## src/rtl/disp_scan_ctrl.sv

```systemverilog
// Scan scheduler for a 4-digit seven-segment display: steps the digit select,
// serves a frame-atomic shadow of digits/config, and applies blink, LZ and DP.
module disp_scan_ctrl #(
  parameter int REFRESH_DIV  = 100000,
  parameter int BLINK_FRAMES = 125
) (
  input  logic        clk,
  input  logic        rst_n,
  input  logic [15:0] digits_in,
  input  logic        blink_en_in,
  input  logic [3:0]  blink_mask_in,
  input  logic [3:0]  dp_mask_in,
  input  logic        lz_sup_in,
  input  logic        upd_req,
  output logic        upd_ack,
  output logic [1:0]  sel,
  output logic [3:0]  num,
  output logic        blank,
  output logic        dp,
  output logic        frame_done
);

  localparam int CW = $clog2(REFRESH_DIV);
  localparam int BW = $clog2(BLINK_FRAMES + 1);
  localparam logic [CW-1:0] CNT_LAST = CW'(REFRESH_DIV - 1);
  localparam logic [BW-1:0] BLK_LAST = BW'(BLINK_FRAMES - 1);

  logic [CW-1:0] r_cnt;
  logic [1:0]    r_sel;
  logic [15:0]   r_digits;
  logic          r_blink_en;
  logic [3:0]    r_blink_mask;
  logic [3:0]    r_dp_mask;
  logic          r_lz_sup;
  logic [BW-1:0] r_blink_cnt;
  logic          r_blink_phase;
  logic          r_upd_ack;
  logic          r_frame_done;

  logic w_tick;
  logic w_fb;
  logic w_load;
  logic w_blink_en_nxt;
  logic w_blink_restart;
  logic w_blank;

  assign w_tick          = (r_cnt == CNT_LAST);
  assign w_fb            = w_tick & (r_sel == 2'd3);
  assign w_load          = w_fb & upd_req;
  // The blink_en that will be in the shadow after this edge decides the blink state.
  assign w_blink_en_nxt  = w_load ? blink_en_in : r_blink_en;
  assign w_blink_restart = ~w_blink_en_nxt | (w_load & ~r_blink_en);

  always_ff @(posedge clk or negedge rst_n) begin
    if (!rst_n) begin
      r_cnt         <= '0;
      r_sel         <= 2'd0;
      r_digits      <= 16'd0;
      r_blink_en    <= 1'b0;
      r_blink_mask  <= 4'd0;
      r_dp_mask     <= 4'd0;
      r_lz_sup      <= 1'b0;
      r_blink_cnt   <= '0;
      r_blink_phase <= 1'b0;
      r_upd_ack     <= 1'b0;
      r_frame_done  <= 1'b0;
    end else begin
      r_cnt        <= w_tick ? '0 : r_cnt + CW'(1);
      r_frame_done <= w_fb;
      r_upd_ack    <= w_load;
      if (w_tick) begin
        r_sel <= r_sel + 2'd1;
      end
      if (w_load) begin
        r_digits     <= digits_in;
        r_blink_en   <= blink_en_in;
        r_blink_mask <= blink_mask_in;
        r_dp_mask    <= dp_mask_in;
        r_lz_sup     <= lz_sup_in;
      end
      if (w_blink_restart) begin
        r_blink_cnt   <= '0;
        r_blink_phase <= 1'b0;
      end else if (w_fb) begin
        if (r_blink_cnt == BLK_LAST) begin
          r_blink_cnt   <= '0;
          r_blink_phase <= ~r_blink_phase;
        end else begin
          r_blink_cnt <= r_blink_cnt + BW'(1);
        end
      end
    end
  end

  assign w_blank = (r_blink_en & r_blink_mask[r_sel] & r_blink_phase) |
                   (r_lz_sup & (r_sel == 2'd3) & (r_digits[15:12] == 4'd0));

  assign upd_ack    = r_upd_ack;
  assign frame_done = r_frame_done;
  assign sel        = r_sel;
  assign num        = r_digits[{r_sel, 2'b00} +: 4];
  assign blank      = w_blank;
  assign dp         = r_dp_mask[r_sel] & ~w_blank;

endmodule

```

## config.mk

```make
export PLATFORM = sky130hd
export DESIGN_NAME = disp_scan_ctrl
export DESIGN_NICKNAME = d
export VERILOG_FILES = /design/src/rtl/disp_scan_ctrl.sv
export SDC_FILE = /design/constraint.sdc
export NUM_CORES = 1
export LEC_CHECK = 0
export ABC_AREA = 1
export CAP_MARGIN = 30
export CORE_UTILIZATION = 45
export CTS_CLUSTER_DIAMETER = 120
export DETAILED_ROUTE_END_ITERATION = 8
export GPL_TIMING_DRIVEN = 0
export PLACE_DENSITY = 0.68
export SETUP_SLACK_MARGIN = 0.4
export SLEW_MARGIN = 20
export SYNTH_ARGS = -nofsm -noshare
export SYNTH_HDL_FRONTEND = slang
export SYNTH_SLANG_ARGS = --single-unit
export TNS_END_PERCENT = 100
```

## constraint.sdc

```tcl
create_clock -name clk -period 2.25 [get_ports clk]
set_input_delay 0.45 -clock clk [delete_from_list [all_inputs] [get_ports clk]]
set_output_delay 0.45 -clock clk [all_outputs]
set_load 0.01 [all_outputs]
```

==> results.py, run 1 <==
metrics = {
    "timing": {
        "tightest_slew_ps": 685,
        "report.final.hold_viol_count": 0,
        "slew_violations": 0,
        "setup_viol": 0,
        "max_slew_margin_pct": 54.3,
        "finalCritPeriodShare_pct": 90.4,
        "timing.fmax_mhz": 492,
        "fin_skew_ps": 10.9,
        "holdWs_ps": 169,
        "fin_crit_ps": 2030,
        "rsz0062_at_grt": "true",
    },
    "cells_and_area": {
        "area_growth_pct": 33.9,
        "final_common_cell": "nand2_1",
        "fill_cells": 536,
        "layout.nets": 458,
        "drive_above_1_share_pct": 21.8,
        "antenna_cells": 0,
        "final_cell_mix": "nand2_1 (110), dfrtp_1 (52), nor2_1 (31), inv_1 (29), clkdlybuf4s50_1 (29)",
    },
    "place": {
        "gp_congestion": 0.878,
        "place_hpwl_um": 4360,
        "io_buffers": 38,
    },
    "clocking": {
        "root_buffer": "clkbuf_8",
        "h-tree-depth": 2,
        "clk_latency_ps": 310,
        "clk_pin_slew_ps": 100,
        "cts_tree": "yes",
        "cts_buffer_depth": 2,
        "cts_made_buffers": 5,
        "cts_sinks": 55,
    },
    "grt": {
        "grt_usage_pct": 20.9,
        "grt_pass1_vias": 2363,
        "grt_max_degree": 56,
        "antenna_found_initial": 0,
        "gr-total-overflow": 0,
        "grt_first_pass_wirelength_um": 10600,
    },
    "floorplanning": {
        "rows": 28,
        "initial_core_util_pct": 47.2,
        "die-area_um2": 6610,
        "die_w_um": 81.3,
        "fp.coreArea_um2": 5990,
        "die_h_um": 81.3,
        "ios": 39,
    },
    "yosys": {
        "netlist_instances": 358,
        "ys_ff_latch": 55,
        "synth_fp_nets": 391,
        "synth.cell_area_um2": 2830,
        "ys_seq_area_share_pct": 48.7,
        "synth_cell_type_count": 29,
        "synth.avg_cell_area_um2": 7.90,
        "synth_warnings": 0,
    },
    "setup_path": {
        "ff2ff_path_depth": 11,
        "crit_buf_inv": 2,
        "endpoint_kind": "output port",
        "path_cells": "buf_12, a21oi_2, o21ai_1, nand3_1, o32ai_4, a21oi_2, buf_2",
        "critPathMaxStageDelay_ps": 450,
        "critical_path.top_delay_family": "flip-flops",
        "crit_type": "register to output port",
        "crit_required_ps": 1800,
        "critPathMostFrequentCell": "a21oi_2",
        "worst-path-max-fanout": 6,
        "worstSetupPathDepth": 7,
        "cp_slowest_cell": "dfrtp_2",
        "setup.worst_path.start_class": "register",
        "crit_arrival_ps": 1580,
    },
    "drt": {
        "ant_nets": 0,
        "wl_um": 6750,
        "drtIter0Drc": 136,
        "vias": 2636,
        "dr.pass1.iters": 4,
        "drcViolationCount": 0,
        "wl_per_cell_um": 13.5,
        "drt-vias-per-instance": 5.26,
    },
    "power_and_ir_drop": {
        "power_leakage_nw": 1.85,
        "p_per_area_nw_per_um2": 458,
        "vdd.ir_drop.worst_v": 0.000311,
        "finalPower_mw": 1.74,
    },
    "status": {
        "status": "finished clean",
    },
    "flow_run": {
        "drv_cap": 0,
    },
    "hold_path": {
        "hp-class": "input pin to async pin",
    },
}
==> synth_stat cells <==
library cell    n  area (um2)
inv_2           4        15.0
nand2_1       118         443
inv_1          32         120
nand4_2         1        12.5
buf_4           1        7.51
nor2_1         38         143
o21ai_0        21         105
nand3_1        19        95.1
xnor2_1         1        8.76
a21oi_1         8        40.0
o21a_1          1        7.51
xor2_1          9        78.8
o32ai_1         1        8.76
nand2_2         3        18.8
nor3b_1         1        7.51
nor3_4          1        16.3
nand4_1         8        50.1
nor2_2          2        12.5
ha_1            4        50.1
nand3_4         1        17.5
dfrtp_1        55        1380
o22ai_1         4        25.0
buf_2           1        5.00
o2111ai_1       5        43.8
nor2_4          2        22.5
buf_6           2        22.5
nor3_1          4        20.0
clkbuf_1        5        18.8
nor4_1          6        37.5
==> state kept, by name (all words and copies together) (netlist names) <==
| register | count |
|---|---|
| r_blink_cnt | 7 |
| r_lz_sup | 1 |
| sel | 2 |
| upd_ack | 1 |
| r_cnt | 17 |
| r_blink_mask | 4 |
| r_blink_en | 1 |
| r_blink_phase | 1 |
| frame_done | 1 |
| r_digits | 16 |
| r_dp_mask | 4 |
==> cell families (layout without fill, tap and decap cells) <==
kind of cell / count (synthesis) / after routing / share of synthesized area [%]
flops: 55 / 55 / 48.7
xor+xnor: 10 / 10 / 3.10
simple gates: 204 / 204 / 31.7
compound gates: 40 / 40 / 8.14
fa+ha+maj: 4 / 4 / 1.77
buf+inv: 45 / 113 / 6.68
==> where the power goes <==
| group | leakage [nW] | switching, mW | internal (mW) |
|---|---|---|---|
| combinational | 1.05 | 0.0304 | 0.0419 |
| clock | 0.0612 | 0.316 | 0.361 |
| sequential | 0.739 | 0 | 0.988 |
| total | 1.85 | 0.347 | 1.39 |
==> routing by layer <==
| metal | part of all wire (%) | track usage, % |
|---|---|---|
| met5 | 0 | 0 |
| met4 | 1.7 | 6.61 |
| met3 | 3.8 | 3.82 |
| met2 | 50 | 35.1 |
| met1 | 44 | 27.1 |
==> layout make-up <==
type / instances / area (um2) / share of cell area, %
clock inverter: 2 / 35.0 / 0.925
multi-input combinational: 258 / 1430 / 37.8
tap: 75 / 93.8 / 2.48
sequential: 55 / 1380 / 36.4
timing repair buffer: 60 / 536 / 14.1
clock buffer: 6 / 82.6 / 2.18
buffer: 9 / 80.1 / 2.11
inverter: 36 / 148 / 3.90
==> path summary, 6_finish.rpt <==
check	start	to	slack, ps
setup / recovery	sel[0]	dp	220
hold / removal	rst_n	r_cnt[3]	170
setup reg to reg	r_cnt[5]	r_blink_mask[2]	460
hold reg to reg	r_cnt[0]	r_cnt[0]	470
max in group asynchronous	rst_n	sel[0]	1590
min in group clk	r_cnt[0]	r_cnt[0]	470
==> repair_timing <==
action,4_1_cts,5_1_grt
resized for setup,51,55
setup buffers,5,14
gates cloned,1,2
hold endpoints to repair,0,0
hold buffers,0,0
pin swaps,6,21
endpoints found under the setup margin,19,39
==> per-stage QoR <==
step           utilization [%]  area (um2)  worst slack [ps]  cells  TNS, ps
2_1_floorplan                -        2840               415    358        0
3_3_place_gp              55.3        3310              -962    471   -53000
3_5_place_dp              55.2        3310              -106    471     -184
4_1_cts                   58.6        3510               167    485        0
5_1_grt                   63.2        3790              84.8    501        0
6_report                  63.2        3790               217    501        0
No activity file was read; power rests on OpenSTA's default activity.
==> run 2: changes to the inputs <==
HOLD_SLACK_MARGIN = 0.05   (was default)
PLACE_DENSITY = 0.7   (was 0.68)
clock period = 1.8 ns   (was 2.25 ns; I/O delays follow)
==> results.py, run 2 (same netlist as run 1, synthesis figures left out) <==
metrics = {
    "setup_path": {
        "worstSetupPathDepth": 5,
        "critical_path.top_delay_family": "buffers and inverters",
        "endpoint_kind": "output port",
        "critPathLaunch": "sel[0]",
        "setup.worst_path.start_class": "register",
        "ff2ff_path_depth": 9,
        "path_cells": "inv_2, clkbuf_8, nor2_1, o22ai_1, clkdlybuf4s15_2",
        "worst-path-max-fanout": 10,
        "r2r-start": "r_cnt[1]",
        "crit_arrival_ps": 1560,
        "rrSetupSlack_ps": -10,
        "cp_slowest_cell": "dfrtp_2",
        "crit_required_ps": 1440,
        "crit_buf_inv": 3,
        "critPathMaxStageDelay_ps": 470,
        "crit_type": "register to output port",
    },
    "flow_run": {
        "drv_cap": 0,
    },
    "status": {
        "violations": "negative setup slack",
        "status": "finished, violations left",
    },
    "timing": {
        "setup_tns_ps": -616,
        "max_slew_margin_pct": 53.4,
        "rsz0062_at_grt": "true",
        "timing.fmax_mhz": 521,
        "setup_viol": 7,
        "tightest_slew_ps": 699,
        "report.final.hold_viol_count": 0,
        "fin_crit_ps": 1920,
        "holdWs_ps": 92.5,
        "finalCritPeriodShare_pct": 107,
        "setup_slack_ps": -120,
        "fin_skew_ps": 6.53,
        "slew_violations": 0,
    },
    "power_and_ir_drop": {
        "finalPower_mw": 2.08,
        "p_per_area_nw_per_um2": 477,
        "power_leakage_nw": 2.07,
        "vdd.ir_drop.worst_v": 0.000314,
    },
    "clocking": {
        "postCtsHoldBufs": 0,
        "cts_sinks": 55,
        "root_buffer": "clkbuf_8",
        "clk_pin_slew_ps": 90,
        "cts_buffer_depth": 2,
        "cts_made_buffers": 5,
        "clk_latency_ps": 300,
        "h-tree-depth": 2,
        "cts_tree": "yes",
    },
    "grt": {
        "grt_first_pass_wirelength_um": 11800,
        "grt_usage_pct": 23.6,
        "grt_pass1_vias": 2560,
        "gr-total-overflow": 0,
        "antenna_found_initial": 0,
        "grt_max_degree": 56,
    },
    "cells_and_area": {
        "layout.nets": 485,
        "final_cell_area_um2": 4360,
        "reg_top3": "r_cnt x17, r_digits x16, r_blink_cnt x7",
        "largest_reg_flops": 17,
        "antenna_cells": 0,
        "fin_cells": 528,
        "drive_above_1_share_pct": 38.2,
        "fin_util_pct": 72.8,
        "final_common_cell": "nand2_1",
        "final_cell_mix": "nand2_1 (80), dfrtp_1 (50), nand2_2 (34), nor2_1 (29), buf_6 (28)",
        "area_growth_pct": 54.2,
        "largest-register": "r_cnt",
    },
    "drt": {
        "dr.pass1.iters": 5,
        "wl_per_cell_um": 15.1,
        "drt-vias-per-instance": 5.33,
        "ant_nets": 0,
        "wl_um": 7970,
        "vias": 2814,
        "drcViolationCount": 0,
        "drtIter0Drc": 195,
    },
    "floorplanning": {
        "initial_core_util_pct": 47.2,
        "ios": 39,
        "rows": 28,
        "die_h_um": 81.3,
        "die_w_um": 81.3,
        "die-area_um2": 6610,
        "fp.coreArea_um2": 5990,
    },
    "place": {
        "pre_cts_ws_ps": -375,
        "io_buffers": 38,
        "gp_congestion": 0.856,
        "dpl.cell_count": 471,
        "placed_area_um2": 3390,
        "place_hpwl_um": 4330,
    },
    "hold_path": {
        "hp-class": "input pin to async pin",
    },
}
==> run 2: layer usage <==
layer / wire length [um] / vias to the layer above / global-route usage, %
met1: 3410 / 1381 / 30.1
met2: 4160 / 80 / 40.1
met4: 91 / 0 / 7.50
met3: 310 / 8 / 4.49
li1: - / 1345 / -
met5: 0 / - / 0
==> run 2: timing repair <==
item,in CTS,in global routing
setup endpoints to repair,56,61
pin swaps,24,30
setup buffers,28,19
gates resized for setup,125,50
gates cloned,2,0
==> run 2: area by class of cell <==
type	count	area, um2
multi-input combinational	258	1680
clock buffer	7	96.3
clock inverter	1	7.51
inverter	36	140
buffer	9	105
tap	75	93.8
sequential	55	1380
timing repair buffer	87	856
fill	444	1630
==> run 2: report_power, final <==
part	switching, mW	internal [mW]	leakage (nW)
combinational	0.0431	0.0531	1.28
sequential	0	1.23	0.737
clock	0.398	0.351	0.0505
total	0.442	1.64	2.07
==> run 2: worst paths after layout <==
check | end
max reg2reg | r_blink_cnt[5]
min in group clk | r_digits[4]
min | r_cnt[4]
max in group asynchronous | sel[0]
max | num[0]
min reg2reg | r_digits[4]
==> run 2: worst reg2reg max path: stages (launching register included) <==
cell	delay [ps]
dfrtp_1	400
ha_2	210
nand2_2	80
nor2_4	160
buf_6	140
nand3_4	80
nor2_4	220
nand4_4	220
nand4_1	140
nand2_1	60
==> run 3: changes to the inputs <==
CORE_UTILIZATION = 49   (was 45)
PLACE_DENSITY = 0.75   (was 0.7)
==> results.py, run 3 (same netlist as run 1, synthesis figures left out) <==
metrics = {
    "status": {
        "status": "finished, violations left",
        "violations": "negative setup slack",
    },
    "drt": {
        "wl_um": 7990,
        "ant_nets": 0,
        "drcViolationCount": 0,
        "dr.pass1.iters": 4,
        "drt-vias-per-instance": 5.36,
        "drtIter0Drc": 145,
        "vias": 2811,
        "wl_per_cell_um": 15.3,
    },
    "place": {
        "place_hpwl_um": 4400,
        "pre_cts_ws_ps": -346,
        "placed_area_um2": 3380,
        "gp_congestion": 0.890,
        "io_buffers": 38,
    },
    "cells_and_area": {
        "reg_top3": "r_cnt x17, r_digits x16, r_blink_cnt x7",
        "fill_cells": 373,
        "area_growth_pct": 53.5,
        "largest_reg_flops": 17,
        "regArea_um2": 1380,
        "layout.nets": 484,
        "fin_util_pct": 78.4,
        "multi_input_area_um2": 1660,
        "final_common_cell": "nand2_1",
        "drive_above_1_share_pct": 38.5,
        "antenna_cells": 0,
        "final_cell_mix": "nand2_1 (75), dfrtp_1 (50), nand2_2 (34), buf_6 (33)",
        "largest-register": "r_cnt",
        "final_cell_area_um2": 4340,
    },
    "power_and_ir_drop": {
        "p_seq_share_pct": 59.5,
        "switchingPower_mw": 0.436,
        "p_per_area_nw_per_um2": 478,
        "clkPwrFrac_pct": 35.8,
        "p_sw_share_pct": 21.0,
        "intPower_mw": 1.64,
        "power_leakage_nw": 2.10,
        "power_frac_comb_pct": 4.8,
        "vdd.ir_drop.worst_v": 0.000399,
    },
    "timing": {
        "rsz0062_at_grt": "true",
        "setup_viol": 10,
        "slew_violations": 0,
        "holdWs_ps": 95.4,
        "fin_crit_ps": 1950,
        "fin_skew_ps": 7.13,
        "tightest_slew_ps": 703,
        "max_slew_margin_pct": 53.1,
        "finalCritPeriodShare_pct": 108,
        "report.final.hold_viol_count": 0,
        "setup_slack_ps": -146,
        "timing.fmax_mhz": 514,
    },
    "clocking": {
        "postCtsHoldBufs": 0,
        "cts_sinks": 55,
        "clk_pin_slew_ps": 100,
        "cts_tree": "yes",
        "cts_buffer_depth": 2,
        "cts_made_buffers": 5,
        "h-tree-depth": 2,
        "root_buffer": "clkbuf_8",
        "clk_latency_ps": 310,
    },
    "setup_path": {
        "ff2ff_path_depth": 11,
        "crit_required_ps": 1440,
        "setup.worst_path.start_class": "register",
        "crit_arrival_ps": 1590,
        "worst-path-max-fanout": 4,
        "crit_type": "register to output port",
        "endpoint_kind": "output port",
    },
    "floorplanning": {
        "fp.coreArea_um2": 5540,
        "die_h_um": 78.0,
        "initial_core_util_pct": 51.1,
        "rows": 27,
        "die-area_um2": 6080,
        "ios": 39,
        "die_w_um": 78.0,
    },
    "flow_run": {
        "drv_cap": 0,
    },
    "grt": {
        "grt_first_pass_wirelength_um": 12400,
        "grt_pass1_vias": 2659,
        "grt_max_degree": 56,
        "gr-total-overflow": 0,
        "antenna_found_initial": 0,
        "grt_usage_pct": 26.0,
    },
    "hold_path": {
        "hp-class": "input pin to async pin",
    },
}
-- run 3: per-stage QoR --
stage | setup TNS [ps] | power [mW] | instances
after CTS | -740 | 2.09 | 508
after global placement | -76490 | 1.35 | 468
final | -759 | 2.08 | 524
after floorplan | 0 | 1.26 | 358
after detailed placement | -1310 | 1.35 | 468
after global routing | -2320 | 2.15 | 524
-- run 3: critical path, cell delays in order, from the launching register on --
cell     delay, ps
dfrtp_2        440
ha_4           170
inv_4           40
nor2_4          70
nand3_2         80
o32ai_4        290
a21oi_2         50
buf_2          150
-- run 3: timing repair --
action / CTS / global route
pin swaps: 24 / 30
gates cloned: 3 / 1
setup endpoints to repair: 58 / 61
buffers inserted: 29 / 15
gates resized for setup: 113 / 67
-- run 3: final cells by class --
type | count | share of cell area [%]
tap | 72 | 2.07
inverter | 36 | 3.23
sequential | 55 | 31.8
timing repair buffer | 86 | 20.0
buffer | 9 | 2.36
multi-input combinational | 258 | 38.2
clock buffer | 8 | 2.30
-- run 3: path summary, 6_finish.rpt --
| check | startpoint | end | slack, ps |
|---|---|---|---|
| worst max-delay path | sel[0] | dp | -150 |
| worst min-delay path | rst_n | r_cnt[2] | 100 |
| worst max register to register | r_cnt[1] | r_cnt[10] | -20 |
| worst min register to register | r_digits[0] | r_digits[0] | 490 |
| max in group asynchronous | rst_n | sel[1] | 1210 |
| min in group clk | r_digits[0] | r_digits[0] | 490 |
-- run 3: power by group through the flow --
stage	combinational, mW	clock, mW	sequential (mW)
after floorplan	0.00204	0	1.26
after global placement	0.0918	0	1.26
after detailed placement	0.0916	0	1.26
after CTS	0.0977	0.762	1.23
after global routing	0.108	0.803	1.23
final	0.0989	0.742	1.23
-- run 3: routing by layer --
layer | routed length (um) | global-route usage (%) | vias up
li1 | - | - | 1349
met1 | 3360 | 33.4 | 1343
met2 | 4040 | 44.2 | 90
met3 | 327 | 4.94 | 29
met4 | 265 | 7.96 | 0
met5 | 0 | 0 | -
